`config.mk`:
```
export PLATFORM = sky130hd
export DESIGN_NAME = mem_port_arbiter
export DESIGN_NICKNAME = d
export VERILOG_FILES = /design/src/rtl/mem_port_arbiter.sv
export SDC_FILE = /design/constraint.sdc
export NUM_CORES = 1
export LEC_CHECK = 0
export ABC_AREA = 1
export BUFFER_PORTS_ARGS = -buffer_cell sky130_fd_sc_hd__buf_2
export CAP_MARGIN = 10
export CORE_MARGIN = 1
export CORE_UTILIZATION = 52
export DETAILED_ROUTE_END_ITERATION = 8
export GPL_TIMING_DRIVEN = 0
export PLACE_DENSITY = 0.95
export SYNTH_ARGS = -nofsm -noshare
export SYNTH_HDL_FRONTEND = slang
export SYNTH_SLANG_ARGS = --single-unit
```
`constraint.sdc`:
```
create_clock -name clk -period 3.05 [get_ports clk]
set_input_delay 0.1525 -clock clk [delete_from_list [all_inputs] [get_ports clk]]
set_output_delay 0.1525 -clock clk [all_outputs]
set_load 0.02 [all_outputs]
```
`src/rtl/mem_port_arbiter.sv`:
```
// Single-port memory arbiter shared by instruction fetch and data access.
// Data side has priority; fetch is protected from starvation and every access is bounded by a timeout.
module mem_port_arbiter #(
    parameter int ADDR_W     = 32,
    parameter int DATA_W     = 32,
    parameter int STARVE_MAX = 4,
    parameter int TIMEOUT    = 15
) (
    input  logic              clk,
    input  logic              rst_n,
    input  logic              if_req,
    input  logic [ADDR_W-1:0] if_addr,
    output logic [DATA_W-1:0] if_rdata,
    output logic              if_ack,
    input  logic              dm_read,
    input  logic              dm_write,
    input  logic [ADDR_W-1:0] dm_addr,
    input  logic [DATA_W-1:0] dm_wdata,
    output logic [DATA_W-1:0] dm_rdata,
    output logic              dm_ack,
    output logic              mem_req,
    output logic              mem_we,
    output logic [ADDR_W-1:0] mem_addr,
    output logic [DATA_W-1:0] mem_wdata,
    input  logic [DATA_W-1:0] mem_rdata,
    input  logic              mem_ready,
    output logic              stall_if,
    output logic              stall_dm,
    output logic              err
);

    localparam int SW = $clog2(STARVE_MAX + 1);
    localparam int CW = $clog2(TIMEOUT + 1);
    localparam logic [SW-1:0] STARVE_LIM = SW'(STARVE_MAX);
    localparam logic [CW-1:0] WAIT_LAST  = CW'(TIMEOUT - 1);

    typedef enum logic [1:0] {
        IDLE,
        GNT_IF,
        GNT_DM,
        RESP
    } state_t;

    state_t            state_q, state_d;
    logic [SW-1:0]     starve_q, starve_d;
    logic [CW-1:0]     wait_q, wait_d;
    logic              bad_q, bad_d;
    logic              mem_req_q, mem_req_d;
    logic              mem_we_q, mem_we_d;
    logic [ADDR_W-1:0] mem_addr_q, mem_addr_d;
    logic [DATA_W-1:0] mem_wdata_q, mem_wdata_d;
    logic              if_ack_q, if_ack_d;
    logic              dm_ack_q, dm_ack_d;
    logic              err_q, err_d;
    logic [DATA_W-1:0] if_rdata_q, if_rdata_d;
    logic [DATA_W-1:0] dm_rdata_q, dm_rdata_d;
    logic              dm_any;
    logic              done;
    logic              timed_out;

    assign dm_any    = dm_read | dm_write;
    assign timed_out = ~mem_ready & (wait_q == WAIT_LAST);
    assign done      = mem_ready | timed_out;

    always_comb begin
        state_d     = state_q;
        starve_d    = starve_q;
        wait_d      = wait_q;
        bad_d       = bad_q;
        mem_req_d   = mem_req_q;
        mem_we_d    = mem_we_q;
        mem_addr_d  = mem_addr_q;
        mem_wdata_d = mem_wdata_q;
        if_rdata_d  = if_rdata_q;
        dm_rdata_d  = dm_rdata_q;
        if_ack_d    = 1'b0;
        dm_ack_d    = 1'b0;
        err_d       = 1'b0;

        unique case (state_q)
            IDLE: begin
                // Fetch only overrides a pending data access once it has waited STARVE_MAX grants.
                if (if_req && (!dm_any || starve_q == STARVE_LIM)) begin
                    state_d    = GNT_IF;
                    mem_req_d  = 1'b1;
                    mem_we_d   = 1'b0;
                    mem_addr_d = if_addr;
                    bad_d      = 1'b0;
                    wait_d     = '0;
                    starve_d   = '0;
                end else if (dm_any) begin
                    state_d     = GNT_DM;
                    mem_req_d   = 1'b1;
                    mem_we_d    = dm_write;
                    mem_addr_d  = dm_addr;
                    mem_wdata_d = dm_wdata;
                    bad_d       = dm_read & dm_write;
                    wait_d      = '0;
                    starve_d    = if_req ? starve_q + SW'(1) : '0;
                end else begin
                    starve_d = '0;
                end
            end
            GNT_IF, GNT_DM: begin
                if (done) begin
                    state_d   = RESP;
                    mem_req_d = 1'b0;
                    mem_we_d  = 1'b0;
                    if (state_q == GNT_IF) begin
                        if_ack_d   = 1'b1;
                        if_rdata_d = timed_out ? '0 : mem_rdata;
                        err_d      = timed_out;
                    end else begin
                        dm_ack_d   = 1'b1;
                        dm_rdata_d = (timed_out || mem_we_q) ? '0 : mem_rdata;
                        err_d      = timed_out | bad_q;
                    end
                end else begin
                    wait_d = wait_q + CW'(1);
                end
            end
            RESP: begin
                state_d = IDLE;
            end
            default: begin
                state_d = IDLE;
            end
        endcase
    end

    always_ff @(posedge clk) begin
        if (!rst_n) begin
            state_q     <= IDLE;
            starve_q    <= '0;
            wait_q      <= '0;
            bad_q       <= 1'b0;
            mem_req_q   <= 1'b0;
            mem_we_q    <= 1'b0;
            mem_addr_q  <= '0;
            mem_wdata_q <= '0;
            if_rdata_q  <= '0;
            dm_rdata_q  <= '0;
            if_ack_q    <= 1'b0;
            dm_ack_q    <= 1'b0;
            err_q       <= 1'b0;
        end else begin
            state_q     <= state_d;
            starve_q    <= starve_d;
            wait_q      <= wait_d;
            bad_q       <= bad_d;
            mem_req_q   <= mem_req_d;
            mem_we_q    <= mem_we_d;
            mem_addr_q  <= mem_addr_d;
            mem_wdata_q <= mem_wdata_d;
            if_rdata_q  <= if_rdata_d;
            dm_rdata_q  <= dm_rdata_d;
            if_ack_q    <= if_ack_d;
            dm_ack_q    <= dm_ack_d;
            err_q       <= err_d;
        end
    end

    assign mem_req   = mem_req_q;
    assign mem_we    = mem_we_q;
    assign mem_addr  = mem_addr_q;
    assign mem_wdata = mem_wdata_q;
    assign if_rdata  = if_rdata_q;
    assign dm_rdata  = dm_rdata_q;
    assign if_ack    = if_ack_q;
    assign dm_ack    = dm_ack_q;
    assign err       = err_q;
    assign stall_if  = if_req & ~if_ack_q;
    assign stall_dm  = dm_any & ~dm_ack_q;

endmodule

```
# Word-level counts from Yosys, hierarchy flattened
# Cells that the tools add are included.
[word_totals] out_inout_bits=135 elab_cells=78 input_bits=134 register_bits=143
[classes] addsub=2 reduce_logical=16 n_eq_ne=8 n_mux=27 bitwise_logic=12
[op_table] cell="$mux W32" count=4
[op_table] cell="$reduce_and A3 Y1" count=6
[op_table] cell="$mux W4" count=3
[op_table] cell="$mux W1" count=10
[op_table] cell="$mux W3" count=3
[op_table] cell="$pmux W4 S2" count=1
[op_table] cell="$mux W2" count=3
[op_table] cell="$pmux W2 S3" count=1
[op_table] cell="$not A1 Y1" count=5
[op_table] cell="$add A4 B1 Y4 const B" count=1
[op_table] cell="$and A1 B1 Y1" count=4
[op_table] cell="$eq A2 B2 Y1 const B" count=2
[op_table] cell="$eq A4 B4 Y1 const B" count=1
[op_table] cell="$ne A2 B2 Y1 const B" count=2
[op_table] cell="$pmux W1 S2" count=2
[op_table] cell="$reduce_and A2 Y1" count=2
[op_table] cell="$reduce_bool A2 Y1" count=2
[op_table] cell="$add A3 B1 Y3 const B" count=1
[op_table] cell="$eq A3 B3 Y1 const B" count=1
[op_table] cell="$ne A3 B3 Y1 const B" count=1
[op_table] cell="$or A1 B1 Y1" count=3
[op_table] cell="$eq A2 B1 Y1 const B" count=1
[op_table] cell="$logic_not A2 Y1" count=1
[op_table] cell="$logic_or A1 B1 Y1" count=2
[op_table] cell="3 further kinds" count=3

# Depth between registers and ports, before layout
# Gate-level depths: netlist of the first run.
[depth] depth_word=6 depth_mapped=10 ltp_nobuf=9

# Worst setup path before layout of the first run
# OpenSTA, ideal clock, no wires.
[synth_path] path_type="reg-to-reg" startpoint="register wait_q[0]" endpoint="register dm_rdata_q[12] (netlist: dm_rdata[12])" setup_slack_ns=1.565 n_path_buf=2 required_time_ns=2.986 stages_incl_launch_ff=10 period_less_slack_ns=1.485 setup_ns=0.064 arrival_ns=1.420 cell_sequence="dfxtp_1 -> inv_1 -> ha_1 -> nand3_1 -> nand2_1 -> nand3_2 -> buf_2 -> buf_2 -> a21oi_1 -> nor2_1"
[synth_between] elab_chain_cells=4 elab_cells_between_ends=6 classes_between="eq/ne: 1; mux: 1; bitwise: 2; reduce/logical: 2"
[synth_lines] item="from (decl)" line="46" rtl="logic [CW-1:0] wait_q, wait_d;"
[synth_lines] item="from (signal assigned)" line="149" rtl="wait_q <= wait_d;"
[synth_lines] item="$eq A4 B4 Y1 *" line="62" rtl="assign timed_out = ~mem_ready & (wait_q == WAIT_LAST);"
[synth_lines] item="$and A1 B1 Y1 *" line="62"
[synth_lines] item="$or A1 B1 Y1 / $logic_or A1 B1 Y1 (equally long branches)" line="63, 115"
[synth_lines] item="$reduce_and A3 Y1 (no line) / $mux W32 (equally long branches)"
[synth_lines] item="to (signal assigned)" line="156" rtl="dm_rdata_q <= dm_rdata_d;"
[synth_lines] item="to (decl)" line="56" rtl="logic [DATA_W-1:0] dm_rdata_q, dm_rdata_d;"
# Every way passes the cells marked *; elsewhere a longest branch is shown, timed or not.
# A chain may end at the register's enable or synchronous reset.

# Final worst setup path of the first run
# Same ends and word-level chain as after synthesis.

==> impl_metrics.py, run 1 <==
metrics = {
    "sta": {
        "worstMarginPinSlew_ns": 0.594,
        "fin_crit_ns": 1.95,
        "fin_crit_sh": 0.641,
        "setup-tns-final_ns": 0,
        "maxSlewHeadroom": 0.604,
        "finClkSkew_ns": 0.00754,
        "maxSlewViolCount": 0,
        "fmax_mhz": 512,
        "timing.hold.ws_ns": 0.00903,
        "setup_viol_count_final": 0,
        "rsz0062_at_grt": "false",
        "hold_viol_final": 0,
    },
    "critical_path": {
        "crit_arrival_ns": 2.32,
        "rr_worst_depth": 8,
        "path_class": "reg2reg",
        "critPathCapture": "dm_rdata[12]$_SDFFE_PN0P_",
        "r2r_start": "wait_q[0]$_SDFFE_PN0P_",
        "worst_setup_path_start_kind": "flop",
        "cpPeakStageDelay_ns": 0.46,
        "cp_cell_sequence": "inv_1 -> ha_1 -> nand3_1 -> nor2_1 -> nor2_1 -> clkbuf_1 -> a21oi_1 -> nor2_1",
        "critPathMostFrequentCell": "nor2_1",
        "cpMaxStageDelayCell": "clkbuf_1",
        "cp-end-kind": "flop",
        "crit_fanout": 10,
        "r2r_slack_ns": 1.10,
        "required_ns": 3.41,
        "crit_start": "wait_q[0]$_SDFFE_PN0P_",
        "reg2reg_to": "dm_rdata[12]$_SDFFE_PN0P_",
    },
    "floorplan": {
        "die_h_um": 114,
        "num_rows": 40,
        "fp.coreArea_um2": 12100,
        "chipWidth_um": 114,
        "pin_count": 269,
        "die_area_um2": 13000,
        "start_util": 0.538,
    },
    "power": {
        "total_power_w": 0.00880,
        "p_per_area_nw_per_um2": 1000,
        "p_leak_nw": 4.97,
        "swShare": 0.431,
        "p_int_w": 0.00501,
        "max-vdd-ir-drop_v": 0.000658,
        "power_frac_seq": 0.315,
        "combPwrFrac": 0.450,
        "power_switching_w": 0.00379,
        "pwr-share-clk": 0.235,
    },
    "synth": {
        "ys_types": 23,
        "muxShareOfSynthArea": 0,
        "postSynth.asyncResetShare": 0,
        "synth_ff_type": "dfxtp_1",
        "synth_area_leaders": "dfxtp_1 (44%), nand2_1 (14%), nor2_1 (11%), nand3_1 (8.8%), inv_1 (7.4%)",
        "synth_top_cell_by_area": "dfxtp_1",
        "postSynthAreaPerCell_um2": 6.54,
        "netlist_instances": 995,
        "synth-simple-area-share": 0.369,
        "netlist_area_um2": 6510,
        "synth_top_family_by_area": "simple AND/OR/NAND/NOR gates",
        "yosysWarnings": 0,
        "ys_seq_area_frac": 0.440,
        "synth_top_area_frac": 0.440,
        "mappedNetlistNets": 1135,
        "yosys.area_share.xor_xnor": 0,
        "synth_edf_count": 0,
        "synthAdderAreaFrac": 0.0115,
        "ys_ff_latch": 143,
        "synth-compound-area-share": 0.0605,
    },
    "final_layout": {
        "utilization": 0.726,
        "antenna_cells": 0,
        "area.growth.synth_to_final_pct": 35.0,
        "fin_nets": 1435,
        "drive_gt1_frac": 0.258,
    },
    "route": {
        "via_per_inst": 5.02,
        "wl_per_cell_um": 13.7,
        "wirelength_um": 20200,
        "dr.first_iter.drc_count": 739,
        "ant_nets": 0,
        "vias": 7398,
        "drc": 0,
        "first_pass_iters": 6,
    },
    "global_route": {
        "gr-usage-all-layers": 0.309,
        "grt-ovfl-total": 0,
        "grt_max_degree": 17,
        "grt_pass1_wl_um": 31500,
        "antenna_found_initial": 0,
        "grt_pass1_vias": 6654,
    },
    "clock_network": {
        "clkSlewWorstSetupHoldPaths_ns": 0.06,
        "cts_max_path_buffers": 2,
        "cts-root-buf": "clkbuf_16",
        "cts_tree": "built",
        "clk_latency_ns": 0.43,
        "cts_buffers": 17,
        "clkSinkCount": 143,
        "htree_num_levels": 4,
    },
    "placement": {
        "io_buffers": 267,
        "routabilityCongestion": 0.878,
        "dpl.hpwl_um": 14600,
    },
    "min_path": {
        "hp-class": "in2reg",
    },
    "job": {
        "maxCapViolations": 0,
    },
    "outcome": {
        "status": "complete, no violations",
    },
}
kinds of logic after synthesis:
logic type	after synthesis
flip-flops	143
buffers and inverters	196
AND/OR/NAND/NOR	579
AO/OA/AOI/OAI	71
adder cells (fa/ha/maj)	6
sequential cells by signal (all words and copies together) (netlist names):
name / flops
dm_ack: 1
err: 1
mem_wdata: 32
mem_req: 1
if_ack: 1
bad_q: 1
mem_we: 1
if_rdata: 32
starve_q: 3
mem_addr: 32
dm_rdata: 32
wait_q: 4
state_q: 2
synth_stat cells (2+ instances only):
library cell  count
inv_1           129
nand3_1         114
buf_2            24
dfxtp_1         143
nor2_4            2
ha_1              6
inv_2             4
nand2_2           2
nand4_1          22
nand2_1         251
clkbuf_1         32
nor2_1          185
o21bai_1         11
buf_1             5
a21oi_1          57
routing by layer:
| metal | global-route usage | vias up | wire [µm] |
|---|---|---|---|
| li1 | - | 3659 | - |
| met1 | 0.354 | 3333 | 8140 |
| met2 | 0.541 | 343 | 9910 |
| met3 | 0.0749 | 63 | 1510 |
| met4 | 0.149 | 0 | 677 |
| met5 | 0 | - | 0 |
power by group through the flow:
stage	logic (W)	registers, W	clock network [W]
6_report	0.00396	0.00277	0.00207
5_1_grt	0.00436	0.00283	0.00217
4_1_cts	0.00392	0.00276	0.00209
3_5_place_dp	0.00386	0.00279	0
3_3_place_gp	0.00376	0.00276	0
2_1_floorplan	0.00199	0.00346	0
critical path, delay by kind of cell, from the launching register on:
family | cells | cell delay [ns]
buf+inv | 2 | 0.55
simple gates | 4 | 0.58
fa+ha+maj | 1 | 0.19
compound gates | 1 | 0.16
flops | 1 | 0.42
worst min-delay path by stage:
| stage | end | startpoint | slack [ns] | depth (start not counted) |
|---|---|---|---|---|
| after floorplan | dm_rdata[12]$_SDFFE_PN0P_ | mem_rdata[12] | 0.30 | 2 |
| after global placement | dm_rdata[14]$_SDFFE_PN0P_ | mem_rdata[14] | 0.40 | 3 |
| after detailed placement | dm_rdata[27]$_SDFFE_PN0P_ | mem_rdata[27] | 0.41 | 3 |
| after CTS | mem_addr[27]$_SDFFE_PN0P_ | dm_addr[27] | 0.0009 | 5 |
| after global routing | dm_rdata[30]$_SDFFE_PN0P_ | mem_rdata[30] | 0.02 | 3 |
| final | dm_rdata[30]$_SDFFE_PN0P_ | mem_rdata[30] | 0.009 | 3 |
layout by cell type, fill, tap and decap left out, types with 6 or more instances in the layout:
cell type / instances
buf_2: 291
nand2_1: 251
nor2_1: 185
dfxtp_1: 143
inv_1: 129
nand3_1: 114
a21oi_1: 57
clkbuf_1: 32
nand4_1: 22
clkbuf_16: 17
dlygate4sd3_1: 14
o21bai_1: 11
ha_1: 6
timing repair:
| action | CTS | global route |
|---|---|---|
| gates resized for setup | 0 | 0 |
| buffers inserted | 0 | 0 |
| hold buffers | 14 | 0 |
| hold endpoints to repair | 21 | 0 |
cell type report:
cell class,count,area (µm²)
flip-flops and latches,143,2860
inverters,133,499
well taps,168,210
plain buffers,63,278
fillers,972,3320
multi-input cells,656,2870
repair buffers,281,1480
clock buffers,21,480
clock inverters,10,111
per-stage QoR:
step,area [µm²],setup WS (ns),std cells
2_1_floorplan,6510,1.57,995
3_3_place_gp,8060,1.22,1430
3_5_place_dp,8060,1.20,1430
4_1_cts,8790,1.17,1475
5_1_grt,8790,0.980,1475
6_report,8790,1.10,1475
(Power assumes the default switching activity.)
==> inputs of run 2 (changes only) <==
- ABC_AREA: 1 -> 0
- CORE_UTILIZATION: 52 -> 41
- PLACE_DENSITY: 0.95 -> 0.87
- clock period: 3.05 -> 1.6 ns (I/O delays scaled with it)
==> impl_metrics.py, run 2 <==
metrics = {
    "outcome": {
        "status": "finished, violations left",
        "violations": "setup timing",
    },
    "global_route": {
        "grt_max_degree": 17,
        "gr-usage-all-layers": 0.291,
        "antenna_found_initial": 2,
        "grt_pass1_wl_um": 32500,
        "grt_pass1_vias": 6626,
        "grt-ovfl-total": 0,
    },
    "sta": {
        "worstMarginPinSlew_ns": 0.560,
        "fin_crit_sh": 1.02,
        "fmax_mhz": 615,
        "rsz0062_at_grt": "true",
        "setup_slack_ns": -0.0272,
        "maxSlewViolCount": 0,
        "finClkSkew_ns": 0.00980,
        "maxSlewHeadroom": 0.627,
        "fin_crit_ns": 1.63,
        "hold_viol_final": 0,
        "setup_viol_count_final": 13,
    },
    "power": {
        "total_power_w": 0.0155,
        "max-vdd-ir-drop_v": 0.000922,
        "p_per_area_nw_per_um2": 1650,
        "p_leak_nw": 4.43,
    },
    "clock_network": {
        "clkSlewWorstSetupHoldPaths_ns": 0.06,
        "clkSinkCount": 143,
        "cts_tree": "built",
        "clk_latency_ns": 0.42,
        "cts_buffers": 17,
        "cts-root-buf": "clkbuf_16",
        "cts_max_path_buffers": 2,
        "htree_num_levels": 4,
    },
    "final_layout": {
        "mostFrequentLayoutCell": "buf_2",
        "fin_nets": 1170,
        "layout_common_cells": "buf_2 (272), dfxtp_1 (137), dlygate4sd3_1 (128)",
        "drive_gt1_frac": 0.386,
        "postLayoutCellArea_um2": 9440,
        "area.growth.synth_to_final_pct": 71.4,
        "fill_cells": 853,
    },
    "critical_path": {
        "r2r_slack_ns": -0.03,
        "required_ns": 1.96,
        "reg2reg_to": "dm_rdata[24]$_SDFFE_PN0P_",
        "rr_worst_depth": 7,
        "crit_arrival_ns": 1.99,
        "worst_setup_path_start_kind": "flop",
        "critPathCapture": "dm_rdata[24]$_SDFFE_PN0P_",
        "crit_start": "wait_q[0]$_SDFFE_PN0P_",
        "crit_fanout": 8,
        "cp-end-kind": "flop",
        "path_class": "reg2reg",
        "r2r_start": "wait_q[0]$_SDFFE_PN0P_",
    },
    "synth": {
        "ys_ff_latch": 143,
        "synth_edf_count": 0,
        "ys_types": 44,
        "netlist_area_um2": 5510,
        "mappedNetlistNets": 735,
        "netlist_instances": 595,
        "synth_commonest_cells": "dfxtp_1 (143), a21oi_1 (102), nand2_1 (101)",
        "synth_top_cell_by_area": "dfxtp_1",
        "ys_seq_area_frac": 0.520,
        "synth_top_area_frac": 0.520,
        "synth_area_leaders": "dfxtp_1 (52%), a21oi_1 (9.3%), nand2_1 (6.9%), mux2i_1 (6.0%), a22o_1 (5.1%)",
        "yosysWarnings": 0,
        "synth_ff_type": "dfxtp_1",
        "postSynthAreaPerCell_um2": 9.26,
        "yosysMostFrequentCell": "dfxtp_1",
        "postSynth.asyncResetShare": 0,
    },
    "floorplan": {
        "fp.coreArea_um2": 12900,
        "pin_count": 269,
        "die_area_um2": 13900,
        "start_util": 0.428,
        "num_rows": 41,
        "die_h_um": 118,
        "chipWidth_um": 118,
    },
    "placement": {
        "placed_area_um2": 7070,
        "dpl.hpwl_um": 11700,
        "routabilityCongestion": 0.826,
        "io_buffers": 266,
    },
    "route": {
        "ant_nets": 0,
        "first_pass_iters": 5,
        "wirelength_um": 21500,
        "drc": 0,
        "dr.first_iter.drc_count": 418,
        "vias": 6535,
        "via_per_inst": 5.37,
        "wl_per_cell_um": 17.7,
    },
    "job": {
        "maxCapViolations": 0,
    },
    "min_path": {
        "hp-class": "in2reg",
    },
}
[run 2: changes by cell type in the layout (fill, tap and decap cells not counted), sizes merged, moves of 11 or more]
cell / delta
nor2: -173
nand2: -151
inv: -122
dlygate4sd3: +114
nand3: -110
a21oi: +45
mux2i: +33
a22o: +32
o21ai: +32
buf: +13
nand4: +12
o21bai: -11
[run 2: cell families (layout without fill, tap and decap cells)]
group,count (synthesis),after routing,share of synthesized area
adder cells (fa/ha/maj),6,6,0.0136
flip-flops,143,143,0.520
AND/OR/NAND/NOR,170,170,0.151
AO/OA/AOI/OAI,183,183,0.198
buffers and inverters,59,506,0.0547
other,0,2,0
multiplexers,34,34,0.0627
[run 2: power breakdown]
| group | total, W | switching (W) | internal [W] |
|---|---|---|---|
| registers | 0.00495 | 0.000508 | 0.00444 |
| clock network | 0.00390 | 0.00157 | 0.00234 |
| logic | 0.00669 | 0.00402 | 0.00267 |
| total | 0.0155 | 0.00610 | 0.00945 |
[run 2: area by class of cell]
type,instances,area (µm²),share of cell area
plain buffers,49,355,0.0376
clock buffers,19,443,0.0469
repair buffers,417,2850,0.302
flip-flops and latches,143,2870,0.304
multi-input cells,393,2530,0.268
inverters,9,41.3,0.00437
clock inverters,12,136,0.0144
well taps,172,215,0.0228
diodes,2,5.00,0.000530
[run 2: worst max-delay path: stages (launching register included)]
cell and delay, ns:
dfxtp_2 0.34, inv_2 0.05, ha_4 0.17, a31oi_4 0.25, nor3_4 0.09, nor2_4 0.32, buf_6 0.18, a22o_1 0.15
[run 2: routing by layer]
layer | global-route usage | part of all wire
met3 | 0.0712 | 0.071
met1 | 0.315 | 0.37
met2 | 0.505 | 0.50
met5 | 0 | 0
met4 | 0.188 | 0.052
[run 2: metrics by stage]
| stage | cells | hold WS [ns] | util | TNS, ns | setup WS (ns) |
|---|---|---|---|---|---|
| floorplan | 595 | 0.206 | - | 0 | 0.0174 |
| global placement | 1033 | 0.310 | 0.549 | -21.04 | -0.254 |
| detailed placement | 1033 | 0.309 | 0.549 | -24.82 | -0.299 |
| CTS | 1198 | 0.00883 | 0.705 | 0 | 0.000199 |
| global route | 1216 | 0.0234 | 0.733 | -1.53 | -0.0760 |
| finish | 1216 | 0.0272 | 0.733 | -0.176 | -0.0272 |
[run 2: worst min-delay path by stage]
stage	slack (ns)	cells after the start	to	startpoint
floorplan	0.21	1	dm_rdata[10]$_SDFFE_PN0P_	mem_rdata[10]
global placement	0.31	2	dm_rdata[13]$_SDFFE_PN0P_	mem_rdata[13]
detailed placement	0.31	2	dm_rdata[6]$_SDFFE_PN0P_	mem_rdata[6]
CTS	0.009	3	mem_we$_SDFFE_PN0P_	dm_write
global route	0.02	3	mem_we$_SDFFE_PN0P_	dm_write
finish	0.03	3	mem_addr[0]$_SDFFE_PN0P_	rst_n
[run 2: repair_timing]
item / in CTS / in global routing
buffers inserted: 7 / 10
cloned: 0 / 6
endpoints found under the hold margin: 128 / 0
hold buffers: 128 / 0
resized for setup: 29 / 64
pin swaps: 7 / 42
endpoints found under the setup margin: 130 / 126
